==> config.mk <==
export PLATFORM = sky130hd
export DESIGN_NAME = uriscv_irq_ctrl
export DESIGN_NICKNAME = d
export VERILOG_FILES = /design/src/rtl/uriscv_irq_ctrl.sv
export SDC_FILE = /design/constraint.sdc
export NUM_CORES = 1
export LEC_CHECK = 0
export BUFFER_PORTS_ARGS = -buffer_cell sky130_fd_sc_hd__buf_2
export CAP_MARGIN = 20
export CORE_ASPECT_RATIO = 1.5
export CORE_MARGIN = 2
export CORE_UTILIZATION = 53
export DETAILED_ROUTE_END_ITERATION = 6
export PLACE_DENSITY = 0.84
export SETUP_SLACK_MARGIN = 0.5
export SLEW_MARGIN = 20
export SYNTH_ARGS = -nofsm -noshare
export SYNTH_HDL_FRONTEND = slang
export SYNTH_SLANG_ARGS = --single-unit
==> constraint.sdc <==
create_clock -name clk -period 2.1 [get_ports clk]
set_clock_uncertainty 0.15 [all_clocks]
set_input_delay 0.21 -clock clk [delete_from_list [all_inputs] [get_ports clk]]
set_output_delay 0.21 -clock clk [all_outputs]
set_load 0.02 [all_outputs]
==> src/rtl/uriscv_irq_ctrl.sv <==
// Machine-level external interrupt controller: synchronised level/edge sources,
// fixed-priority arbitration and a claim/complete register port feeding the core intr_i.
module uriscv_irq_ctrl #(
    parameter int NUM_SRC     = 8,
    parameter int SYNC_STAGES = 2
) (
    input  logic               clk,
    input  logic               rst_n,
    input  logic [NUM_SRC-1:0] irq_src_i,
    input  logic               req_i,
    input  logic               we_i,
    input  logic [2:0]         addr_i,
    input  logic [31:0]        wdata_i,
    output logic [31:0]        rdata_o,
    output logic               ack_o,
    output logic               intr_o
);

    localparam logic [2:0] A_PEND  = 3'd0;
    localparam logic [2:0] A_ENA   = 3'd1;
    localparam logic [2:0] A_EDGE  = 3'd2;
    localparam logic [2:0] A_CLAIM = 3'd3;
    localparam logic [2:0] A_INSVC = 3'd4;

    logic [NUM_SRC-1:0] sync_q [SYNC_STAGES];
    logic [NUM_SRC-1:0] s, s_d, edg;
    logic [NUM_SRC-1:0] pend_q, ena_q, edge_q, insvc_q;
    logic [NUM_SRC-1:0] pend_d, insvc_d, elig, mode_chg;
    logic [NUM_SRC-1:0] claim_oh, cmpl_oh;
    logic [4:0]         claim_id;
    logic               found;
    logic               do_claim, do_cmpl, wr_ena, wr_edge;
    logic [31:0]        rd_mux;
    logic               unused_wdata;

    assign unused_wdata = ^wdata_i[31:NUM_SRC];

    always_ff @(posedge clk or negedge rst_n) begin
        if (!rst_n) begin
            for (int k = 0; k < SYNC_STAGES; k++) sync_q[k] <= '0;
            s_d <= '0;
        end else begin
            sync_q[0] <= irq_src_i;
            for (int k = 1; k < SYNC_STAGES; k++) sync_q[k] <= sync_q[k-1];
            s_d <= s;
        end
    end

    assign s   = sync_q[SYNC_STAGES-1];
    assign edg = s & ~s_d;

    assign do_claim = req_i && !we_i && (addr_i == A_CLAIM);
    assign do_cmpl  = req_i &&  we_i && (addr_i == A_CLAIM);
    assign wr_ena   = req_i &&  we_i && (addr_i == A_ENA);
    assign wr_edge  = req_i &&  we_i && (addr_i == A_EDGE);

    assign elig = pend_q & ena_q & ~insvc_q;

    // Lowest index wins; claim_oh only fires when a claim read actually happens.
    always_comb begin
        claim_id = '0;
        claim_oh = '0;
        found    = 1'b0;
        for (int i = 0; i < NUM_SRC; i++) begin
            if (elig[i] && !found) begin
                found    = 1'b1;
                claim_id = 5'(i + 1);
                claim_oh[i] = do_claim;
            end
        end
    end

    // IDs 0 and above NUM_SRC never match, so they fall out as no-ops.
    always_comb begin
        cmpl_oh = '0;
        for (int i = 0; i < NUM_SRC; i++)
            cmpl_oh[i] = do_cmpl && (wdata_i[4:0] == 5'(i + 1));
    end

    assign mode_chg = wr_edge ? (edge_q ^ wdata_i[NUM_SRC-1:0]) : '0;

    always_comb begin
        pend_d = '0;
        for (int i = 0; i < NUM_SRC; i++) begin
            if (edge_q[i]) pend_d[i] = edg[i] | (pend_q[i] & ~claim_oh[i]);
            else           pend_d[i] = s[i];
        end
        pend_d = pend_d & ~mode_chg;
    end

    assign insvc_d = (insvc_q | claim_oh) & ~cmpl_oh;

    always_comb begin
        rd_mux = '0;
        case (addr_i)
            A_PEND:  rd_mux = {{(32-NUM_SRC){1'b0}}, pend_q};
            A_ENA:   rd_mux = {{(32-NUM_SRC){1'b0}}, ena_q};
            A_EDGE:  rd_mux = {{(32-NUM_SRC){1'b0}}, edge_q};
            A_CLAIM: rd_mux = {27'd0, claim_id};
            A_INSVC: rd_mux = {{(32-NUM_SRC){1'b0}}, insvc_q};
            default: rd_mux = '0;
        endcase
    end

    always_ff @(posedge clk or negedge rst_n) begin
        if (!rst_n) begin
            pend_q  <= '0;
            ena_q   <= '0;
            edge_q  <= '0;
            insvc_q <= '0;
            intr_o  <= 1'b0;
            ack_o   <= 1'b0;
            rdata_o <= '0;
        end else begin
            pend_q  <= pend_d;
            insvc_q <= insvc_d;
            intr_o  <= |elig;
            ack_o   <= req_i;
            rdata_o <= (req_i && !we_i) ? rd_mux : '0;
            if (wr_ena)  ena_q  <= wdata_i[NUM_SRC-1:0];
            if (wr_edge) edge_q <= wdata_i[NUM_SRC-1:0];
        end
    end

endmodule

### Word level (Yosys, flattened, before mapping)

Cells that the tools add are included.

* flip-flop bits (word level): 90
* bits of input ports: 47
* output and inout bits: 34
* logic and storage cells: 122

* eq/ne operators: 12
* multiplexer cells: 34
* bitwise operators: 35
* reductions and logical operators: 31

Operators by type and width (number)
* 8-bit AND: 5
* 8-bit one-hot mux with 5 select lines: 1
* 5-bit two-way mux: 7
* 32-bit two-way mux: 1
* 8-bit inverter: 4
* 1-bit two-way mux: 24
* 1-bit logical AND: 21
* 5-bit by 3-bit == test with 1-bit output (second input constant): 4
* 5-bit by 2-bit == test with 1-bit output (second input constant): 2
* 1-bit AND: 8
* 1-bit zero test: 8
* 8-bit two-way mux: 1
* 1-bit inverter: 8
* 1-bit bitwise OR: 8
* 8-bit bitwise OR: 1
* 8-bit OR reduction: 1
* 8-bit XOR: 1
* 3-bit by 2-bit == test with 1-bit output (second input constant): 2
* 5-bit by 1-bit == test with 1-bit output (second input constant): 1
* 5-bit by 4-bit == test with 1-bit output (second input constant): 1
* 3-bit by 1-bit == test with 1-bit output (second input constant): 1
* 3-bit == test (second input constant): 1
* 3-bit zero test: 1

### Longest topological paths before layout

* depth after elaboration: 29
* depth in mapped cells: 6
* mapped depth without buffers: 4

### Least setup slack after synthesis

No wires, ideal clock.

* path type: register -> register
* start: reg pend_q[0]
* end: reg pend_q[7]
* library setup time: 0.146 ns
* data arrival time: 1.239 ns
* data required time: 1.804 ns
* path slack: 0.565 ns
* stages on the path, launching flop included: 5
* buffers on the path: 0
* clock period less this slack: 1.535 ns
* path through: dfrtp_1 > nand3b_1 > nand3_1 > nor4_1 > a211oi_1

* word-level cells in the longest chain between the ends: 29

Ends and longest elaborated chain
* start, declared: RTL line 27 `logic [NUM_SRC-1:0] pend_q, ena_q, edge_q, insvc_q;`
* start signal, assigned: RTL line 115 `pend_q <= pend_d;`
* 8-bit AND * (2 in series): RTL line 57 `assign elig = pend_q & ena_q & ~insvc_q;`
* 1-bit two-way mux *: RTL line 65 `if (elig[i] && !found) begin`
* 1-bit zero test: RTL line 65
* 1-bit logical AND: RTL line 65
* 1-bit two-way mux *: RTL line 65
* 1-bit zero test: RTL line 65
* 1-bit logical AND: RTL line 65
* 1-bit two-way mux *: RTL line 65
* [13 not listed]
* 1-bit logical AND *: RTL line 65
* 1-bit two-way mux *: RTL line 65
* 1-bit inverter *: RTL line 85 `if (edge_q[i]) pend_d[i] = edg[i] | (pend_q[i] & ~claim_oh[i]);`
* 1-bit AND *: RTL line 85
* 1-bit bitwise OR *: RTL line 85
* 1-bit two-way mux *: RTL line 85
* 8-bit AND *: RTL line 88 `pend_d = pend_d & ~mode_chg;`
* named net pend_d[7]: RTL line 28 `logic [NUM_SRC-1:0] pend_d, insvc_d, elig, mode_chg;`

The timed path passes the listed nets; every way through them passes the cells marked *.
A chain may end at the register's enable or synchronous reset.

### Final worst setup path

* start: reg insvc_q[3]
* end: reg rdata_o[1]

* word-level cells in the longest chain between the ends: 18
* elaborated cells on any way between the ends: 22

Ends and longest elaborated chain
* start, declared: RTL line 27
* start signal, assigned: RTL line 116 `insvc_q <= insvc_d;`
* 8-bit inverter *: RTL line 57
* 8-bit AND *: RTL line 57
* 1-bit logical AND *: RTL line 65
* 1-bit two-way mux: RTL line 65
* 1-bit zero test: RTL line 65
* 1-bit logical AND: RTL line 65
* 1-bit two-way mux: RTL line 65
* 1-bit zero test: RTL line 65
* [2 not listed]
* 1-bit zero test: RTL line 65
* 1-bit logical AND: RTL line 65
* 1-bit two-way mux: RTL line 65
* 1-bit zero test: RTL line 65
* 1-bit logical AND: RTL line 65
* 5-bit two-way mux *: RTL line 65
* 8-bit one-hot mux with 5 select lines *: RTL line 95 `case (addr_i)`
* 32-bit two-way mux *: RTL line 119 `rdata_o <= (req_i && !we_i) ? rd_mux : '0;`
* end signal, assigned: RTL line 119
* end, declared: RTL line 14 `output logic [31:0] rdata_o,`

Mark *: on every way between the ends. The rest lies on a longest branch, timed or not.

==> results.toml <==
[global_route]
grt_overflow_total = 0
first_global_vias = 2451
grt_max_degree = 67
grt_use_total_pct = 23.3
grt_pass1_wl_um = 11600
antenna_found_initial = 0

[placed_design]
routabilityCongestion = 0.929
dp.cells = 414
placed_area_mm2 = 0.00341
place.detailed.hpwl_um = 4760
port_buffers = 32

[floorplanning]
placementRows = 34
core_area_mm2 = 0.00583
io_pins = 81
die_x_um = 67.4
die_h_um = 99.2
start_util_pct = 54.9
dieArea_mm2 = 0.00669

[setup_path]
reg2reg_depth = 4
critPathMaxFanout = 5
critPathCapture = "rdata_o[1]"
crit_type = "flip-flop to flip-flop"
cp_cell_sequence = "nand3b_1 > nand4_1 > o31ai_2 > o32ai_1"
reg2reg_slack_ns = 0.47
max_stage_delay_ns = 0.42
crit_slowest_cell = "dfrtp_1"
worstSetupStartpoint = "insvc_q[3]"
worst-endpoint-arrival_ns = 1.70
startpoint_type = "flip-flop"
r2r_end = "rdata_o[1]"
r2r-start = "insvc_q[3]"
cp-end-kind = "flip-flop"
critPathRequiredTime_ns = 2.16

[cts]
clk_path_buf_depth = 2
htree_levels = 3
insertion_delay_ns = 0.34
root_buffer = "clkbuf_8"
cts_tree = "done"
cts.sinks = 66
clkTransAtPathRegs_ns = 0.07
numCtsBuffers = 9

[synthesis]
avgSynthCellArea_um2 = 10.3
ys.flop_type = "dfrtp_1"
synth_edf_count = 0
netlist_instances = 312
synth-seq-cells = 66
yosysSeqAreaShare_pct = 51.6
synth-async-reset-ratio_pct = 100
yosys_warnings = 0
syn_area_mm2 = 0.00320
ys_types = 49

[drt]
ant_nets = 0
wl_per_cell_um = 16.0
totalWireLength_um = 7300
firstDrtPassIters = 4
vias_per_cell = 5.71
vias = 2598
drc_errors = 0
drtIter0Drc = 275

[outcome]
run_status = "completed"

[sta]
drv_slew = 0
rsz0062_at_grt = "yes"
fin_crit_sh_pct = 77.8
hold_slack_ns = 0.0324
setup_tns_ns = 0
slew_headroom_pct = 66.6
final_hold_viol_count = 0
period_minus_slack_ns = 1.63
finalSetupViolations = 0
max_freq_mhz = 612
worst_pin_slew_ns = 0.500

[finish]
diodes = 0
fin_nets = 425
drive_gt1_share_pct = 23.5
synthToLayoutAreaGrowth_pct = 21.7
final_common_cell = "dfrtp_1"
final_cells = 455
final_cell_mix = "66 x dfrtp_1, 41 x nand2_1, 32 x buf_2"
stdcell_area_mm2 = 0.00389

[min_path]
min_path_type = "primary input to flip-flop"
holdCritStartpoint = "wdata_i[0]"

[power]
fin_total_pwr_w = 0.00349
p_per_area_mw_per_mm2 = 898
ir_drop_v = 0.000525
power.leakage_nw = 1.83

[run]
drv_cap = 0
[how the worst min path moves through the flow]
stage / endpoint / slack (ns) / depth (start not counted)
after floorplan: ack_o / -0.24 / 0
after global placement: sync_q[9] / 0.1 / 2
after detailed placement: edge_q[1] / 0.10 / 2
after CTS: edge_q[0] / 0.03 / 3
after global routing: edge_q[0] / 0.04 / 3
final: edge_q[0] / 0.03 / 3
[critical path, delay by kind of cell (launching register included)]
family,cells,cell delay [ns]
compound gates,2,0.50
flops,1,0.42
simple gates,2,0.44
[power by group]
part / switching, W / internal [W]
sequential: 0.000153 / 0.00144
combinational: 0.000453 / 0.000376
clock: 0.000460 / 0.000613
[layer usage]
layer	part of all wire, %	track usage, %
met4	4.0	13.8
met3	6.1	6.33
met2	51	36.9
met5	0	0
met1	39	27.9
[stage by stage]
stage	util (%)	setup slack, ns
2_1_floorplan	-	0.565
3_3_place_gp	58.5	0.288
3_5_place_dp	58.5	0.235
4_1_cts	65.0	0.497
5_1_grt	66.8	0.339
6_report	66.8	0.466
[logic make-up after synthesis]
family / share of synthesized area (%)
flops: 51.6
simple gates: 18.0
mux: 5.08
buf+inv: 9.50
compound gates: 15.7
other cells: 0.117
[state kept, by name, summed over array words and instances, names as in the netlist]
name / cells
ack_o: 1
insvc_q: 8
intr_o: 1
rdata_o: 8
edge_q: 8
sync_q: 8
s: 8
s_d: 8
ena_q: 8
pend_q: 8
[timing repair]
item / 4_1_cts / 5_1_grt
endpoints found under the setup margin: 12 / 16
hold buffers: 14 / 0
hold endpoints to repair: 80 / 0
buffers inserted: 3 / 8
gates resized for setup: 3 / 10
pin swaps: 4 / 9
[Yosys cell counts (4+ instances only)]
master / instances / share of area (%)
a211oi_1: 6 / 1.4
nor2b_1: 6 / 1.2
nand3b_1: 11 / 2.6
a31oi_1: 10 / 2.0
a22oi_1: 4 / 0.94
buf_4: 25 / 5.9
dfrtp_1: 66 / 52
mux2i_1: 5 / 1.6
mux2_2: 10 / 3.5
and3b_1: 4 / 1.1
clkbuf_1: 4 / 0.47
o32a_1: 5 / 1.6
nand2_1: 41 / 4.8
inv_1: 17 / 2.0
o21ai_0: 6 / 0.94
buf_2: 6 / 0.94
nand3_1: 14 / 2.2
nor3_1: 5 / 0.78
a21oi_1: 6 / 0.94
nor2_1: 13 / 1.5
[layout make-up]
| type | count | area [um2] |
|---|---|---|
| Fill cell | 431 | 1940 |
| Sequential cell | 66 | 1650 |
| Multi-Input combinational cell | 215 | 1390 |
| Timing Repair Buffer | 68 | 494 |
| Clock buffer | 14 | 163 |
| Tap cell | 72 | 90.1 |
| Inverter | 18 | 67.6 |
| Clock inverter | 2 | 35.0 |
No activity file was read; power rests on OpenSTA's default activity.
